`src/rtl/mix_float_pkg.sv`:
```
// Shared constants and encodings for the MIX floating-point execution units.
// Word layout is {sign, excess-32 exponent, four 6-bit fraction bytes}.
package mix_float_pkg;
   localparam logic [6:0] EXP_BIAS  = 7'o040;
   localparam int         SIGN_BIT  = 30;
   localparam int         EXP_MSB   = 29;
   localparam int         EXP_LSB   = 24;
   localparam int         FRAC_W    = 24;
   localparam int         BYTE_W    = 6;
   localparam int         DIV_STEPS = 36;

   // Fraction value of exactly one top byte unit: byte 3 = 1, rest 0.
   localparam logic [FRAC_W-1:0] FRAC_ONE = FRAC_W'(1) << (FRAC_W - BYTE_W);

   typedef enum logic [1:0] {
      ST_IDLE,
      ST_LOAD,
      ST_DIV,
      ST_DONE
   } state_t;
endpackage

```
`src/rtl/fround.sv`:
```
// Ties-to-even rounding, renormalise on carry-out and pack into a MIX float word.
// Shared by the divider and the multiplier's pack stage.
module fround
   import mix_float_pkg::*;
(
   input  logic              sign,
   input  logic [6:0]        exp7,
   input  logic [FRAC_W-1:0] frac,
   input  logic              rnd,
   input  logic              stk,
   output logic [30:0]       out,
   output logic              ovf
);
   logic              inc;
   logic [FRAC_W:0]   sum;
   logic [6:0]        exp_r;
   logic [FRAC_W-1:0] frac_r;

   always_comb begin
      inc    = rnd & (stk | frac[0]);
      sum    = {1'b0, frac} + {{FRAC_W{1'b0}}, inc};
      frac_r = sum[FRAC_W-1:0];
      exp_r  = exp7;
      // All-ones fraction rounded up: shift in a whole byte and bump the exponent.
      if (sum[FRAC_W]) begin
         frac_r = FRAC_ONE;
         exp_r  = exp7 + 7'd1;
      end
      // Seven-bit wrap makes bit 6 flag both overflow and underflow.
      ovf = exp_r[6];
      out = {sign, exp_r[5:0], frac_r};
   end
endmodule

```
`src/rtl/fdiv.sv`:
```
// MIX FDIV unit: fixed 38-cycle restoring divide of 24-bit fractions,
// followed by normalise, round and pack through fround.
module fdiv
   import mix_float_pkg::*;
(
   input  logic        clk,
   input  logic        reset,
   input  logic        start,
   input  logic [30:0] in1,
   input  logic [30:0] in2,
   output logic [30:0] out,
   output logic        stop,
   output logic        overflow,
   output logic        busy
);
   state_t      state_q, state_d;
   logic [30:0] a_q, a_d;
   logic [5:0]  cnt_q, cnt_d;
   logic [30:0] rem_q, rem_d;
   logic [28:0] dsr_q, dsr_d;
   logic [34:0] quo_q, quo_d;
   logic        sign_q, sign_d;
   logic [6:0]  exp_q, exp_d;
   logic        dz_q, dz_d;
   logic        nz_q, nz_d;
   logic [30:0] out_q, out_d;
   logic        ovf_q, ovf_d;
   logic        stop_q, stop_d;
   logic        busy_q, busy_d;

   logic              q_bit;
   logic [30:0]       diff;
   logic [30:0]       rem_step;
   logic [35:0]       quo_step;
   logic              hi;
   logic [FRAC_W-1:0] frac_n;
   logic              rnd_n;
   logic              stk_n;
   logic [6:0]        exp_n;
   logic [30:0]       pack_out;
   logic              pack_ovf;
   logic [30:0]       res_out;
   logic              res_ovf;

   // One restoring step; quo_step is the full 36-bit quotient on the last step.
   always_comb begin
      q_bit    = rem_q >= {2'b00, dsr_q};
      diff     = rem_q - (q_bit ? {2'b00, dsr_q} : 31'd0);
      rem_step = diff << 1;
      quo_step = {quo_q, q_bit};
      hi       = |quo_step[35:30];
      frac_n   = hi ? quo_step[35:12] : quo_step[29:6];
      rnd_n    = hi ? quo_step[11] : quo_step[5];
      stk_n    = (hi ? |quo_step[10:0] : |quo_step[4:0]) | (|rem_step);
      exp_n    = exp_q + {6'd0, hi};
   end

   fround u_fround (
      .sign (sign_q),
      .exp7 (exp_n),
      .frac (frac_n),
      .rnd  (rnd_n),
      .stk  (stk_n),
      .out  (pack_out),
      .ovf  (pack_ovf)
   );

   always_comb begin
      res_out = pack_out;
      res_ovf = pack_ovf;
      if (dz_q) begin
         res_out = 31'd0;
         res_ovf = 1'b1;
      end else if (nz_q) begin
         res_out = {sign_q, 30'd0};
         res_ovf = 1'b0;
      end
   end

   always_comb begin
      state_d = state_q;
      a_d     = a_q;
      cnt_d   = cnt_q;
      rem_d   = rem_q;
      dsr_d   = dsr_q;
      quo_d   = quo_q;
      sign_d  = sign_q;
      exp_d   = exp_q;
      dz_d    = dz_q;
      nz_d    = nz_q;
      out_d   = out_q;
      ovf_d   = ovf_q;
      stop_d  = 1'b0;
      // A start in any state restarts, silently dropping an operation in flight.
      if (start) begin
         state_d = ST_LOAD;
         a_d     = in1;
      end else begin
         case (state_q)
            ST_LOAD: begin
               sign_d  = a_q[SIGN_BIT] ^ in2[SIGN_BIT];
               exp_d   = {1'b0, a_q[EXP_MSB:EXP_LSB]} - {1'b0, in2[EXP_MSB:EXP_LSB]} + EXP_BIAS;
               dsr_d   = {in2[FRAC_W-1:0], 5'd0};
               rem_d   = {7'd0, a_q[FRAC_W-1:0]};
               quo_d   = 35'd0;
               cnt_d   = 6'd0;
               dz_d    = in2[FRAC_W-1:0] == '0;
               nz_d    = a_q[FRAC_W-1:0] == '0;
               state_d = ST_DIV;
            end
            ST_DIV: begin
               rem_d = rem_step;
               quo_d = quo_step[34:0];
               cnt_d = cnt_q + 6'd1;
               if (cnt_q == 6'(DIV_STEPS - 1)) begin
                  state_d = ST_DONE;
                  out_d   = res_out;
                  ovf_d   = res_ovf;
                  stop_d  = 1'b1;
               end
            end
            ST_DONE: state_d = ST_IDLE;
            default: state_d = ST_IDLE;
         endcase
      end
      busy_d = state_d != ST_IDLE;
   end

   always_ff @(posedge clk) begin
      if (reset) begin
         state_q <= ST_IDLE;
         a_q     <= '0;
         cnt_q   <= '0;
         rem_q   <= '0;
         dsr_q   <= '0;
         quo_q   <= '0;
         sign_q  <= 1'b0;
         exp_q   <= '0;
         dz_q    <= 1'b0;
         nz_q    <= 1'b0;
         out_q   <= '0;
         ovf_q   <= 1'b0;
         stop_q  <= 1'b0;
         busy_q  <= 1'b0;
      end else begin
         state_q <= state_d;
         a_q     <= a_d;
         cnt_q   <= cnt_d;
         rem_q   <= rem_d;
         dsr_q   <= dsr_d;
         quo_q   <= quo_d;
         sign_q  <= sign_d;
         exp_q   <= exp_d;
         dz_q    <= dz_d;
         nz_q    <= nz_d;
         out_q   <= out_d;
         ovf_q   <= ovf_d;
         stop_q  <= stop_d;
         busy_q  <= busy_d;
      end
   end

   assign out      = out_q;
   assign overflow = ovf_q;
   assign stop     = stop_q;
   assign busy     = busy_q;
endmodule

```
`config.mk`:
```
export PLATFORM = sky130hd
export DESIGN_NAME = fdiv
export DESIGN_NICKNAME = d
export VERILOG_FILES = /design/src/rtl/mix_float_pkg.sv /design/src/rtl/fround.sv /design/src/rtl/fdiv.sv
export SDC_FILE = /design/constraint.sdc
export NUM_CORES = 1
export LEC_CHECK = 0
export ABC_AREA = 1
export CAP_MARGIN = 20
export CORE_ASPECT_RATIO = 1.2
export CORE_MARGIN = 3
export CORE_UTILIZATION = 54
export CTS_BUF_LIST = sky130_fd_sc_hd__clkbuf_8
export CTS_CLUSTER_DIAMETER = 120
export DETAILED_ROUTE_END_ITERATION = 6
export PLACE_DENSITY = 0.85
export SYNTH_ARGS = -nofsm -noshare
export SYNTH_HDL_FRONTEND = slang
export SYNTH_SLANG_ARGS = --single-unit
```
`constraint.sdc`:
```
create_clock -name clk -period 3.4 [get_ports clk]
set_input_delay 0.51 -clock clk [delete_from_list [all_inputs] [get_ports clk]]
set_output_delay 0.51 -clock clk [all_outputs]
set_load 0.05 [all_outputs]
```
==> results.yml <==
run_status:
  status: "complete, but fails checks"
  violations: "setup timing"
place:
  place.gp.congestion: 0.979
  dpl_cell_area_um2: 12600
  numPortBuffers: 98
  dp_hpwl_um: 24100
  dpl_worst_slack_ps: -732
finish:
  drive_above_1_share: 0.237
  num_antenna_cells: 0
  fin_area_um2: 14200
  areaGrowthSynthToFinish_pct: 37.6
  fillers: 1299
  final_util: 0.770
  final_net_count: 1958
global_routing:
  antenna_found_initial: 0
  grt_pass1_vias: 11300
  grtUsageTotal: 0.322
  grt_pass1_wl_um: 54800
  grt_max_degree: 87
  gr-total-overflow: 0
clock_network:
  numCtsBuffers: 17
  cts-hold-fix-buffers: 0
  path_clk_slew_ps: 100
  root_buffer: "clkbuf_8"
  cts_tree: "yes"
  clock_latency_ps: 490
  clockBufferDepth: 2
  h-tree-depth: 4
  cts_sinks: 173
route:
  vias: 11800
  drt-vias-per-instance: 5.63
  antenna_left: 0
  wl_per_cell_um: 17.0
  first_iter_violations: 1065
  dr.pass1.iters: 5
  finalWirelength_um: 35600
  remaining_drc_errors: 0
job:
  maxCapViolations: 0
synth:
  ys_ff_latch: 173
  synth-xor-area-share: 0.0144
  synth-adder-area-share: 0.0838
  ys.flop_type: "dfxtp_1"
  yosysTopAreaCell: "dfxtp_1"
  syn_avg_cell_area_um2: 6.53
  synthCells: 1582
  synth_common_cells: "471 x nand2_1, 196 x inv_1, 173 x dfxtp_1, 159 x a21oi_1, 141 x nor2_1"
  ys_seq_area_frac: 0.335
  synth.distinct_cells: 47
  syn_nets: 1715
  yosys.area_share.simple: 0.310
  synth_area_um2: 10300
  synth.top_cell.area_share: 0.335
  synth_top_family_by_area: "simple AND/OR/NAND/NOR gates"
  synth-compound-area-share: 0.159
  synth_warnings: 0
  synth-edff-count: 0
  post-synth-top-count-cell: "nand2_1"
  muxShareOfSynthArea: 0
  synth_area_leaders: "dfxtp_1 34%, nand2_1 17%, ha_1 8.0%, a21oi_1 7.7%, inv_1 7.1%"
  ys_async_sr_fraction: 0
critical_path:
  max_stage_delay_ps: 350
  crit_family: "simple AND/OR/NAND/NOR gates"
  critPathBufInv: 5
  critPathCaptureType: "flip-flop"
  cp_common_cell: "nand2_1"
  arrival_ps: 4070
  worst-setup-path-type: "reg2reg"
  critPathRequiredTime_ps: 3720
  crit_path_max_fanout: 6
  slowest_stage: "dfxtp_2"
  start_kind: "flip-flop"
sta:
  max_freq_mhz: 267
  min_period_ps: 3740
  hold_viol_final: 0
  grt_setup_unrepaired: "true"
  slew_headroom: 0.361
  worst_pin_slew_ps: 959
  setup_ws_ps: -345
  fin_tns_setup_ps: -392
  final.period_utilization: 1.10
  drv_slew: 0
  finClkSkew_ps: 18.2
  finalSetupViolCount: 5
die:
  start_util: 0.560
  die_x_um: 132
  io-pin-count: 99
  rows: 54
  dieHeight_um: 157
  core_region_area_um2: 18400
  dieArea_um2: 20800
worst_hold_path:
  hold_class: "in2reg"
pwr:
  power_density_nw_per_um2: 399
  p_leak_nw: 6.23
  vdd.ir_drop.worst_mv: 0.298
  p_total_w: 0.00567
## repair_timing
item,4_1_cts,5_1_grt
endpoints found under the hold margin,0,0
pin swaps,39,54
resized for setup,141,90
cloned,2,1
setup buffers,8,15
endpoints found under the setup margin,23,22
## per-layer routing
layer	part of all wire	up-vias	global-route usage	wire [um]
met5	0	-	0	0
met4	0.062	0	0.170	2220
met3	0.070	147	0.0559	2480
met2	0.49	539	0.566	17400
met1	0.38	5489	0.377	13600
li1	-	5602	-	-
## kinds of logic (layout without fill, tap and decap cells)
| logic type | Yosys count | after routing |
|---|---|---|
| AOI/OAI and AO/OA | 304 | 304 |
| and+or+nand+nor | 761 | 761 |
| buffers and inverters | 259 | 515 |
| DFF | 173 | 173 |
| adders and majority gates | 68 | 68 |
| xor gates and xnor gates | 17 | 17 |
## worst reg2reg max path: cells and delay by family, from the launching register on
family	cells	cell delay, ps
compound gates	1	50
fa+ha+maj	2	590
buf+inv	5	440
flops	1	350
simple gates	23	2160
## registers in the layout (all words and copies together) (netlist names), 2 cells and up
signal and cells:
exp_q 7, state_q 2, rem_q 31, a_q 31, quo_q 35, cnt_q 6, out 31, dsr_q 24
## placed cells by master, fill, tap and decap left out, types with 10 or more instances in the layout
master and n:
nand2_2 53, ha_4 33, ha_1 31, inv_2 21, nand3_2 14, nor2_2 17
nor2_4 10, nor2_1 123, a31oi_1 21, clkdlybuf4s50_1 97, xor2_1 10, nand3_1 53
nand4_1 15, nor4_1 10, o21ai_0 69, o21ai_1 20, nand2_4 17, nor3_1 17
nand2_1 406, dfxtp_1 159, buf_4 172, dfxtp_2 14, clkbuf_8 17, a21oi_2 16
inv_1 180, a21oi_1 140
## worst paths after layout
| path | end | slack [ps] | startpoint | depth (start not counted) |
|---|---|---|---|---|
| max reg2reg | out[0]$_SDFFE_PP0P_ | -340 | dsr_q[26]$_SDFFE_PP0P_ | 31 |
| max | out[0]$_SDFFE_PP0P_ | -340 | dsr_q[26]$_SDFFE_PP0P_ | 31 |
| min | out[17]$_SDFFE_PP0P_ | 370 | reset | 2 |
| min reg2reg | out[16]$_SDFFE_PP0P_ | 470 | out[16]$_SDFFE_PP0P_ | 2 |
## power breakdown
part	total [W]	switching (W)	leakage, nW	internal, W
clock	0.00141	0.000876	0.183	0.000532
sequential	0.00213	0.0000411	1.41	0.00209
combinational	0.00213	0.00118	4.64	0.000951
## final cells by class
| cell class | instances | area [um2] | area share |
|---|---|---|---|
| Timing Repair Buffer | 279 | 2450 | 0.172 |
| Sequential cell | 173 | 3480 | 0.245 |
| Multi-Input combinational cell | 1150 | 6830 | 0.481 |
| Clock buffer | 17 | 234 | 0.0165 |
| Tap cell | 252 | 315 | 0.0222 |
| Inverter | 204 | 766 | 0.0539 |
| Clock inverter | 15 | 136 | 0.00960 |
## per-stage QoR
| step | instances | hold slack [ps] |
|---|---|---|
| after detailed placement | 2033 | 456 |
| after global routing | 2090 | 368 |
| final | 2090 | 366 |
| after floorplan | 1582 | 437 |
| after CTS | 2075 | 350 |
| after global placement | 2033 | 453 |
(Power assumes the default switching activity.)
